==> config.mk <==
export PLATFORM = sky130hd
export DESIGN_NAME = uio_port_arbiter
export DESIGN_NICKNAME = d
export VERILOG_FILES = /design/src/rtl/uio_port_arbiter.sv
export SDC_FILE = /design/constraint.sdc
export NUM_CORES = 1
export LEC_CHECK = 0
export CAP_MARGIN = 20
export CORE_ASPECT_RATIO = 1.2
export CORE_UTILIZATION = 41
export CTS_CLUSTER_DIAMETER = 100
export DETAILED_ROUTE_END_ITERATION = 10
export PLACE_DENSITY = 0.8
export SLEW_MARGIN = 20
export SYNTH_ARGS = -nofsm -noshare
export SYNTH_HDL_FRONTEND = slang
export SYNTH_SLANG_ARGS = --single-unit
==> constraint.sdc <==
create_clock -name clk -period 2.6 [get_ports clk]
set_input_delay 0.26 -clock clk [delete_from_list [all_inputs] [get_ports clk]]
set_output_delay 0.26 -clock clk [all_outputs]
set_load 0.1 [all_outputs]
==> src/rtl/uio_port_arbiter.sv <==
// Round-robin ownership arbiter for the shared 8-bit uio pad port: one owner at a
// time, all pins released for TURN cycles between owners, hold bounded when others wait.
module uio_port_arbiter #(
   parameter int NREQ    = 4,
   parameter int TURN    = 1,
   parameter int MAXHOLD = 16
) (
   input  logic              clk,
   input  logic              rst_n,
   input  logic              ena,
   input  logic [NREQ-1:0]   req,
   input  logic [NREQ-1:0]   dir,
   input  logic [8*NREQ-1:0] wdata,
   output logic [NREQ-1:0]   grant,
   output logic [7:0]        rdata,
   input  logic [7:0]        uio_in,
   output logic [7:0]        uio_out,
   output logic [7:0]        uio_oe,
   output logic              busy
);
   localparam int IW = $clog2(NREQ);
   localparam int TW = (TURN > 1) ? $clog2(TURN) : 1;
   localparam int HW = $clog2(MAXHOLD + 1);

   typedef enum logic [1:0] {S_IDLE, S_TURN, S_OWN} state_t;

   state_t          r_state;
   logic [IW-1:0]   r_rr;
   logic [IW-1:0]   r_win;
   logic            r_dir;
   logic [TW-1:0]   r_tcnt;
   logic [HW-1:0]   r_hold;
   logic [NREQ-1:0] r_grant;
   logic [7:0]      r_oe;
   logic [7:0]      r_rdata;

   logic [IW-1:0]   w_ptr;
   logic            w_pick_vld;
   logic [IW-1:0]   w_pick_idx;
   logic [NREQ-1:0] w_own_oh;
   logic            w_others;
   logic            w_release;

   function automatic logic [IW-1:0] rr_idx(input logic [IW-1:0] base, input int off);
      int s;
      s = int'(base) + off;
      if (s >= NREQ) s = s - NREQ;
      return IW'(s);
   endfunction

   // While owning, the search starts after the owner so a preempted owner goes last.
   assign w_ptr = (r_state == S_OWN) ? r_win : r_rr;

   always_comb begin
      w_pick_vld = 1'b0;
      w_pick_idx = '0;
      for (int k = NREQ; k >= 1; k--) begin
         if (req[rr_idx(w_ptr, k)]) begin
            w_pick_vld = 1'b1;
            w_pick_idx = rr_idx(w_ptr, k);
         end
      end
   end

   assign w_own_oh  = NREQ'(1) << r_win;
   assign w_others  = |(req & ~w_own_oh);
   assign w_release = !req[r_win] || ((r_hold >= HW'(MAXHOLD - 1)) && w_others);

   always_ff @(posedge clk or negedge rst_n) begin
      if (!rst_n) begin
         r_state <= S_IDLE;
         r_rr    <= IW'(NREQ - 1);
         r_win   <= '0;
         r_dir   <= 1'b0;
         r_tcnt  <= '0;
         r_hold  <= '0;
         r_grant <= '0;
         r_oe    <= '0;
         r_rdata <= '0;
      end else if (!ena) begin
         r_state <= S_IDLE;
         r_grant <= '0;
         r_oe    <= '0;
      end else begin
         case (r_state)
            S_IDLE: begin
               if (w_pick_vld) begin
                  r_win   <= w_pick_idx;
                  r_dir   <= dir[w_pick_idx];
                  r_tcnt  <= TW'(TURN - 1);
                  r_state <= S_TURN;
               end
            end
            S_TURN: begin
               if (!req[r_win]) begin
                  r_state <= S_IDLE;
               end else if (r_tcnt == '0) begin
                  r_state <= S_OWN;
                  r_grant <= w_own_oh;
                  r_oe    <= {8{r_dir}};
                  r_hold  <= '0;
               end else begin
                  r_tcnt <= r_tcnt - TW'(1);
               end
            end
            S_OWN: begin
               if (!r_dir) r_rdata <= uio_in;
               if (w_release) begin
                  r_rr    <= r_win;
                  r_grant <= '0;
                  r_oe    <= '0;
                  if (w_pick_vld) begin
                     r_win   <= w_pick_idx;
                     r_dir   <= dir[w_pick_idx];
                     r_tcnt  <= TW'(TURN - 1);
                     r_state <= S_TURN;
                  end else begin
                     r_state <= S_IDLE;
                  end
               end else if (r_hold != HW'(MAXHOLD)) begin
                  r_hold <= r_hold + HW'(1);
               end
            end
            default: r_state <= S_IDLE;
         endcase
      end
   end

   assign grant   = r_grant;
   assign uio_oe  = r_oe;
   assign rdata   = r_rdata;
   assign busy    = (r_state != S_IDLE);
   assign uio_out = (r_state == S_OWN && r_dir) ? wdata[{r_win, 3'b000} +: 8] : 8'h00;

endmodule
Yosys cells after proc, flatten, opt, wreduce, memory -nomap -nowiden. Index checks and enable logic that the tools add are counted.

$lt $le $gt $ge: 11. Bitwise logic cells: 3. Div/mod/pow operators: 0. Reductions and logical operators: 17. Equal/unequal tests: 14. $mul: 0. Add/sub/neg operators: 10. Shift-type cells: 2. Mux-type cells: 59.

Operator list (count): $mux W8 (5); $mux W2 (16); $shiftx A32 B6 Y8 (1); $mux W5 (4); $lt A2 B3 Y1 const B (6); $mux W1 (17); $mux W4 (4); $pmux W8 S2 (1); $bmux W1 S2 (6); $ne A3 B3 Y1 const B (4); $reduce_and A3 Y1 (4); $pmux W5 S2 (1); $ge A3 B3 Y1 const B (3); $ne A2 B2 Y1 const B (4); $pmux W4 S2 (1); $reduce_and A4 Y1 (2); $sub A2 B1 Y2 const B (4); $add A2 B2 Y3 const B (2); $pmux W2 S3 (1); $reduce_and A6 Y1 (1); $reduce_bool A2 Y1 (3); $add A5 B1 Y5 const B (1); $ge A5 B4 Y1 const B (1); $ne A5 B5 Y1 const B (1); other kinds (22) (23).

Memory bits (read-only): 0. Flip-flop bits (word level): 33. Input bits: 51. Output and inout port bits: 29. Word-level logic and storage cells: 125. Latch bits: 0. Memory bits (writable): 0. Memories kept: 0.

Longest topological paths before layout.
Depth after elaboration: 16. Gate-level depth with buffers: 9. Gate-level depth less buffers: 9.

Worst setup path after synthesis. OpenSTA, ideal clock, no wires.

Kind: register to output. From: reg r_win[0]. To: out uio_out[2]. Required time: 2340 ps. Cell stages (with the launch flop): 5. Path slack: 460 ps. Data arrival time: 1880 ps. Buffers on the path: 2. Cell sequence: dfrtp_1 buf_6 clkbuf_1 mux4_2 and3_1.

Cells in the longest elaborated chain, start to end: 2.

Ends and longest elaborated chain: start: declaration (line 29) `logic [IW-1:0] r_win;`; start signal: assignment (line 88) `r_win <= w_pick_idx;`; start signal: assignment (line 113) `r_win <= w_pick_idx;`; $shiftx A32 B6 Y8 (line 133) `assign uio_out = (r_state == S_OWN && r_dir) ? wdata[{r_win, 3'b000} +: 8] : 8'h00;`; $mux W8 (line 133); end: declaration (line 17) `output logic [7:0] uio_out,`.

Every way passes these cells.

Worst setup path after layout.
From: reg r_hold[1]. To: reg r_dir.

Cells in the longest elaborated chain, start to end: 5.

Ends and longest elaborated chain: start: declaration (line 32) `logic [HW-1:0] r_hold;`; start signal: assignment (line 121) `r_hold <= r_hold + HW'(1);`; $ge A5 B4 Y1 (line 67) `assign w_release = !req[r_win] || ((r_hold >= HW'(MAXHOLD - 1)) && w_others);`; $logic_and A1 B1 Y1 (line 67); $logic_or A1 B1 Y1 (line 67); $ne A2 B2 Y1 (no source line); $reduce_and A3 Y1 (no source line); end signal: assignment (line 89) `r_dir <= dir[w_pick_idx];`; end signal: assignment (line 114) `r_dir <= dir[w_pick_idx];`; end: declaration (line 30) `logic r_dir;`.

Every way passes these cells. A chain may end at the register's enable or synchronous reset.

==> flow_summary.html <==
<table>
<tr><th>Metric</th><th>Value</th></tr>
<tr><th colspan="2">Critical path</th></tr>
<tr><td>Reg2reg end</td><td>r_dir</td></tr>
<tr><td>Reg2Reg Launch Point</td><td>r_hold[1]</td></tr>
<tr><td>Setup slack of the most critical reg-to-reg path</td><td>0.27 ns</td></tr>
<tr><td>Cell depth of the worst flop-to-flop path</td><td>8</td></tr>
<tr><td>Kind of start point of the critical path</td><td>flip-flop</td></tr>
<tr><td>Worst EP required</td><td>2.72 ns</td></tr>
<tr><td>Arr. time, crit path</td><td>2.45 ns</td></tr>
<tr><td>CP startpoint</td><td>r_hold[1]</td></tr>
<tr><td>Worst setup path end</td><td>r_dir</td></tr>
<tr><td>Worst-path fanout max</td><td>5</td></tr>
<tr><td>WS Path Type</td><td>flip-flop to flip-flop</td></tr>
<tr><td>Critical path endpoint category</td><td>flip-flop</td></tr>
<tr><th colspan="2">Yosys</th></tr>
<tr><td>Number of enable-type register cells in the synthesized netlist</td><td>0</td></tr>
<tr><td>Dominant combinational cell family by area after synthesis</td><td>multiplexers</td></tr>
<tr><td>Compound-cell area share of the yosys netlist</td><td>0.1057</td></tr>
<tr><td>Cell count after synthesis</td><td>156</td></tr>
<tr><td>Synthesized area per cell</td><td>between 10 and 15 sq um</td></tr>
<tr><td>Number of register bits inferred by synthesis</td><td>25</td></tr>
<tr><td>Fraction of the mapped netlist area in adder cells</td><td>0.02203</td></tr>
<tr><td>Xor-xnor portion of the synthesized cell area</td><td>0</td></tr>
<tr><td>Multiplexer area fraction after synthesis</td><td>0.2555</td></tr>
<tr><td>Net count of the mapped netlist</td><td>210</td></tr>
<tr><td>Number of distinct library cells after synthesis</td><td>47</td></tr>
<tr><td>Total number of yosys warnings</td><td>0</td></tr>
<tr><td>Commonest register cell after synthesis</td><td>dfrtp_1</td></tr>
<tr><td>Synth async-reset ratio</td><td>1.000</td></tr>
<tr><td>Sequential cell area fraction in the yosys report</td><td>0.3686</td></tr>
<tr><td>Cell area after technology mapping</td><td>1704 sq um</td></tr>
<tr><td>Simple-gate share of the synthesized area</td><td>0.1615</td></tr>
<tr><th colspan="2">Run status</th></tr>
<tr><td>Run status</td><td>finished, final reports clean</td></tr>
<tr><th colspan="2">Floorplanning</th></tr>
<tr><td>Overall die height</td><td>72.63 um</td></tr>
<tr><td>Die width</td><td>60.86 um</td></tr>
<tr><td>Die footprint</td><td>between 4000 and 5000 sq um</td></tr>
<tr><td>Boundary Pins</td><td>80</td></tr>
<tr><td>Effective utilization at floorplan</td><td>0.4290</td></tr>
<tr><td>Total number of placement rows</td><td>25</td></tr>
<tr><td>Area of the core</td><td>3973 sq um</td></tr>
<tr><th colspan="2">Job</th></tr>
<tr><td>Max-capacitance violation count</td><td>0</td></tr>
<tr><th colspan="2">Timing</th></tr>
<tr><td>Post-route setup TNS</td><td>0 ns</td></tr>
<tr><td>Shortest clock period the worst path allows after layout</td><td>2.328 ns</td></tr>
<tr><td>Worst hold slack across all endpoints</td><td>0.3461 ns</td></tr>
<tr><td>Unrepaired setup endpoints after global routing</td><td>no</td></tr>
<tr><td>Highest Clock Rate</td><td>429.6 MHz</td></tr>
<tr><td>Worst Slack Setup Final</td><td>0.2723 ns</td></tr>
<tr><td>Worst clock skew on the final layout</td><td>~0.0035 ns</td></tr>
<tr><td>Hold violation total from the final report</td><td>0</td></tr>
<tr><td>Total of endpoints with negative setup slack in the final report</td><td>0</td></tr>
<tr><td>Pins over their slew limit</td><td>0</td></tr>
<tr><td>Slew of the pin with the lowest slew margin</td><td>about 0.57 ns</td></tr>
<tr><td>Worst-case headroom to the max-slew limit</td><td>0.6191</td></tr>
<tr><td>Post-route clock period utilization</td><td>0.8953</td></tr>
<tr><th colspan="2">Layout</th></tr>
<tr><td>Final Net Count</td><td>286</td></tr>
<tr><td>Area of the multi-input gates</td><td>928.4 sq um</td></tr>
<tr><td>Number of diodes</td><td>0</td></tr>
<tr><td>Fraction of the core area covered by cells at the end of the flow</td><td>0.6523</td></tr>
<tr><td>Area of all sequential standard cells</td><td>628.1 sq um</td></tr>
<tr><td>Most common cell after layout, fill and taps aside</td><td>clkdlybuf4s50_1</td></tr>
<tr><td>Area growth syn-to-layout</td><td>52.06%</td></tr>
<tr><td>Commonest non-fill, non-tap cells in the layout</td><td>50 x clkdlybuf4s50_1, 28 x buf_4, 23 x dfrtp_1</td></tr>
<tr><td># fillers</td><td>315</td></tr>
<tr><td>Share of post-route cells with drive strength above 1</td><td>0.3030</td></tr>
<tr><th colspan="2">Power</th></tr>
<tr><td>Sequential share of power</td><td>0.251</td></tr>
<tr><td>Clock share of power</td><td>0.085</td></tr>
<tr><td>Portion of total power attributed to combinational logic</td><td>0.664</td></tr>
<tr><td>Power density normalized to cell area</td><td>1083 nW/um^2</td></tr>
<tr><td>Switching share of power</td><td>0.5506</td></tr>
<tr><td>Power Internal</td><td>1.261 mW</td></tr>
<tr><td>Leakage power of the design</td><td>1.169 nW</td></tr>
<tr><td>Power Total</td><td>~2.8 mW</td></tr>
<tr><td>Largest voltage drop on the vdd net</td><td>1.006 mV</td></tr>
<tr><td>Reported net switching power</td><td>1.545 mW</td></tr>
<tr><th colspan="2">Global routing</th></tr>
<tr><td>Via count of the first global-routing pass</td><td>1517</td></tr>
<tr><td>Initial antenna violation count</td><td>0</td></tr>
<tr><td>Tot GR Track Use</td><td>0.2159</td></tr>
<tr><td>Wire length of the first global-routing pass</td><td>7100 um</td></tr>
<tr><td>Largest net degree at the start of global routing</td><td>26</td></tr>
<tr><td>Remaining Overflow, GRT</td><td>0</td></tr>
<tr><th colspan="2">Clock network</th></tr>
<tr><td>CTS tree</td><td>yes</td></tr>
<tr><td>Buffers inserted by post-CTS timing repair</td><td>0</td></tr>
<tr><td>Maximum clock path buffer count</td><td>2</td></tr>
<tr><td>Insertion delay of the later-clocked pin in the worst-skew pair</td><td>0.27 ns</td></tr>
<tr><td>Clock transition at the registers of the reported paths</td><td>0.09 ns</td></tr>
<tr><td>Number of instances resized during post-cts repair</td><td>0</td></tr>
<tr><td>Number of clock sinks seen by CTS</td><td>25</td></tr>
<tr><td>Clock buffers created by TritonCTS</td><td>3</td></tr>
<tr><td>Root buffer cell</td><td>clkbuf_8</td></tr>
<tr><td>Number of buffers inserted by hold repair at cts</td><td>0</td></tr>
<tr><td>H-Tree Depth</td><td>1</td></tr>
<tr><th colspan="2">Place</th></tr>
<tr><td>Half-perimeter wire length after detailed placement</td><td>3534 um</td></tr>
<tr><td>Final estimated routing congestion in global placement</td><td>approximately 0.87</td></tr>
<tr><td>Port bufs</td><td>79</td></tr>
<tr><td>Post-placement setup slack</td><td>0.1792 ns</td></tr>
<tr><th colspan="2">Routing</th></tr>
<tr><td>Avg WL per Cell</td><td>15.18 um</td></tr>
<tr><td>Post-route DRC</td><td>0</td></tr>
<tr><td>Detailed Route Iter0 Violations</td><td>26</td></tr>
<tr><td>Detailed-routing iteration count for the pre-antenna-repair pass</td><td>4</td></tr>
<tr><td>Total via count after detailed routing</td><td>roughly 1500</td></tr>
<tr><td>Count of nets left with antenna violations after detail routing</td><td>0</td></tr>
<tr><td>Average vias per placed instance</td><td>5.330</td></tr>
<tr><td>Overall routed net length</td><td>around 4300 um</td></tr>
<tr><th colspan="2">Hold path</th></tr>
<tr><td>Class of the tightest hold or removal check</td><td>input port to async pin</td></tr>
</table>
-- synth_stat cells (2+ instances only) --
cell type	count	area, sq um
dfrtp_1	23	575.6
mux4_2	5	112.6
and3_1	10	62.56
nand3_1	6	30.03
buf_6	2	22.52
nor2_1	10	37.54
o211ai_1	3	22.52
dfstp_2	2	52.55
mux2_2	14	157.7
a21oi_1	2	10.01
nand2b_1	2	12.51
buf_4	8	60.06
nand2_1	6	22.52
mux2i_1	6	60.06
mux4_1	4	105.1
ha_1	3	37.54
nor3_1	3	15.01
inv_1	10	37.54
clkbuf_1	5	18.77
o21ai_0	4	20.02
nor3b_1	2	15.01
-- layout make-up --
class / instances / share of cell area
timing repair buffer: 86 / 0.3361
multi-input combinational: 104 / 0.3583
inverter: 12 / 0.01787
clock buffer: 3 / 0.01593
tap: 54 / 0.02607
clock inverter: 1 / 0.003380
sequential: 25 / 0.2424
-- power groups by stage --
stage / Combinational, mW / Clock (mW) / Sequential, mW
floorplan: 0.895 / 0 / 1.25
global placement: 1.84 / 0 / 0.702
detailed placement: 1.87 / 0 / 0.712
CTS: 1.88 / 0.247 / 0.703
global route: 1.95 / 0.264 / 0.728
finish: 1.86 / 0.239 / 0.705
-- sequential cells by signal, indices dropped and copies added (netlist names) --
register / count
rdata: 8
r_hold: 5
grant: 4
r_rr: 2
r_state: 2
r_win: 2
r_dir: 1
uio_oe: 1
-- worst max-delay path: stages, from the launching register on --
cell	delay, ns
dfrtp_1	0.41
ha_1	0.20
and3_1	0.17
ha_1	0.14
o32ai_1	0.09
o31a_2	0.39
a221o_2	0.44
a2111oi_2	0.26
a311oi_2	0.08
-- kinds of logic after synthesis --
group	after synthesis
AND/OR/NAND/NOR	50
AO/OA/AOI/OAI	22
adder cells (fa/ha/maj)	3
multiplexers	29
buffers and inverters	27
flip-flops	25
-- layer usage --
layer | wire length (um) | track usage | vias up
met2 | 2478 | 0.3956 | 48
met5 | 0 | 0 | -
met4 | 44 | 0.04545 | 0
met3 | 186 | 0.04610 | 6
li1 | - | - | 725
met1 | 1617 | 0.2537 | 740
-- stage by stage --
stage,instance area [sq um],cells
global placement,2541,281
CTS,2591,285
global route,2591,285
finish,2591,285
detailed placement,2541,281
floorplan,1704,156
-- worst min-delay path by stage --
stage,from,endpoint,cells past startpoint
floorplan,rst_n,grant[0],0
global placement,rdata[2],rdata[2],1
detailed placement,rdata[5],rdata[5],1
CTS,rst_n,grant[1],2
global route,rst_n,rdata[6],2
finish,rst_n,uio_oe[6],2
No activity file was read; power rests on OpenSTA's default activity.
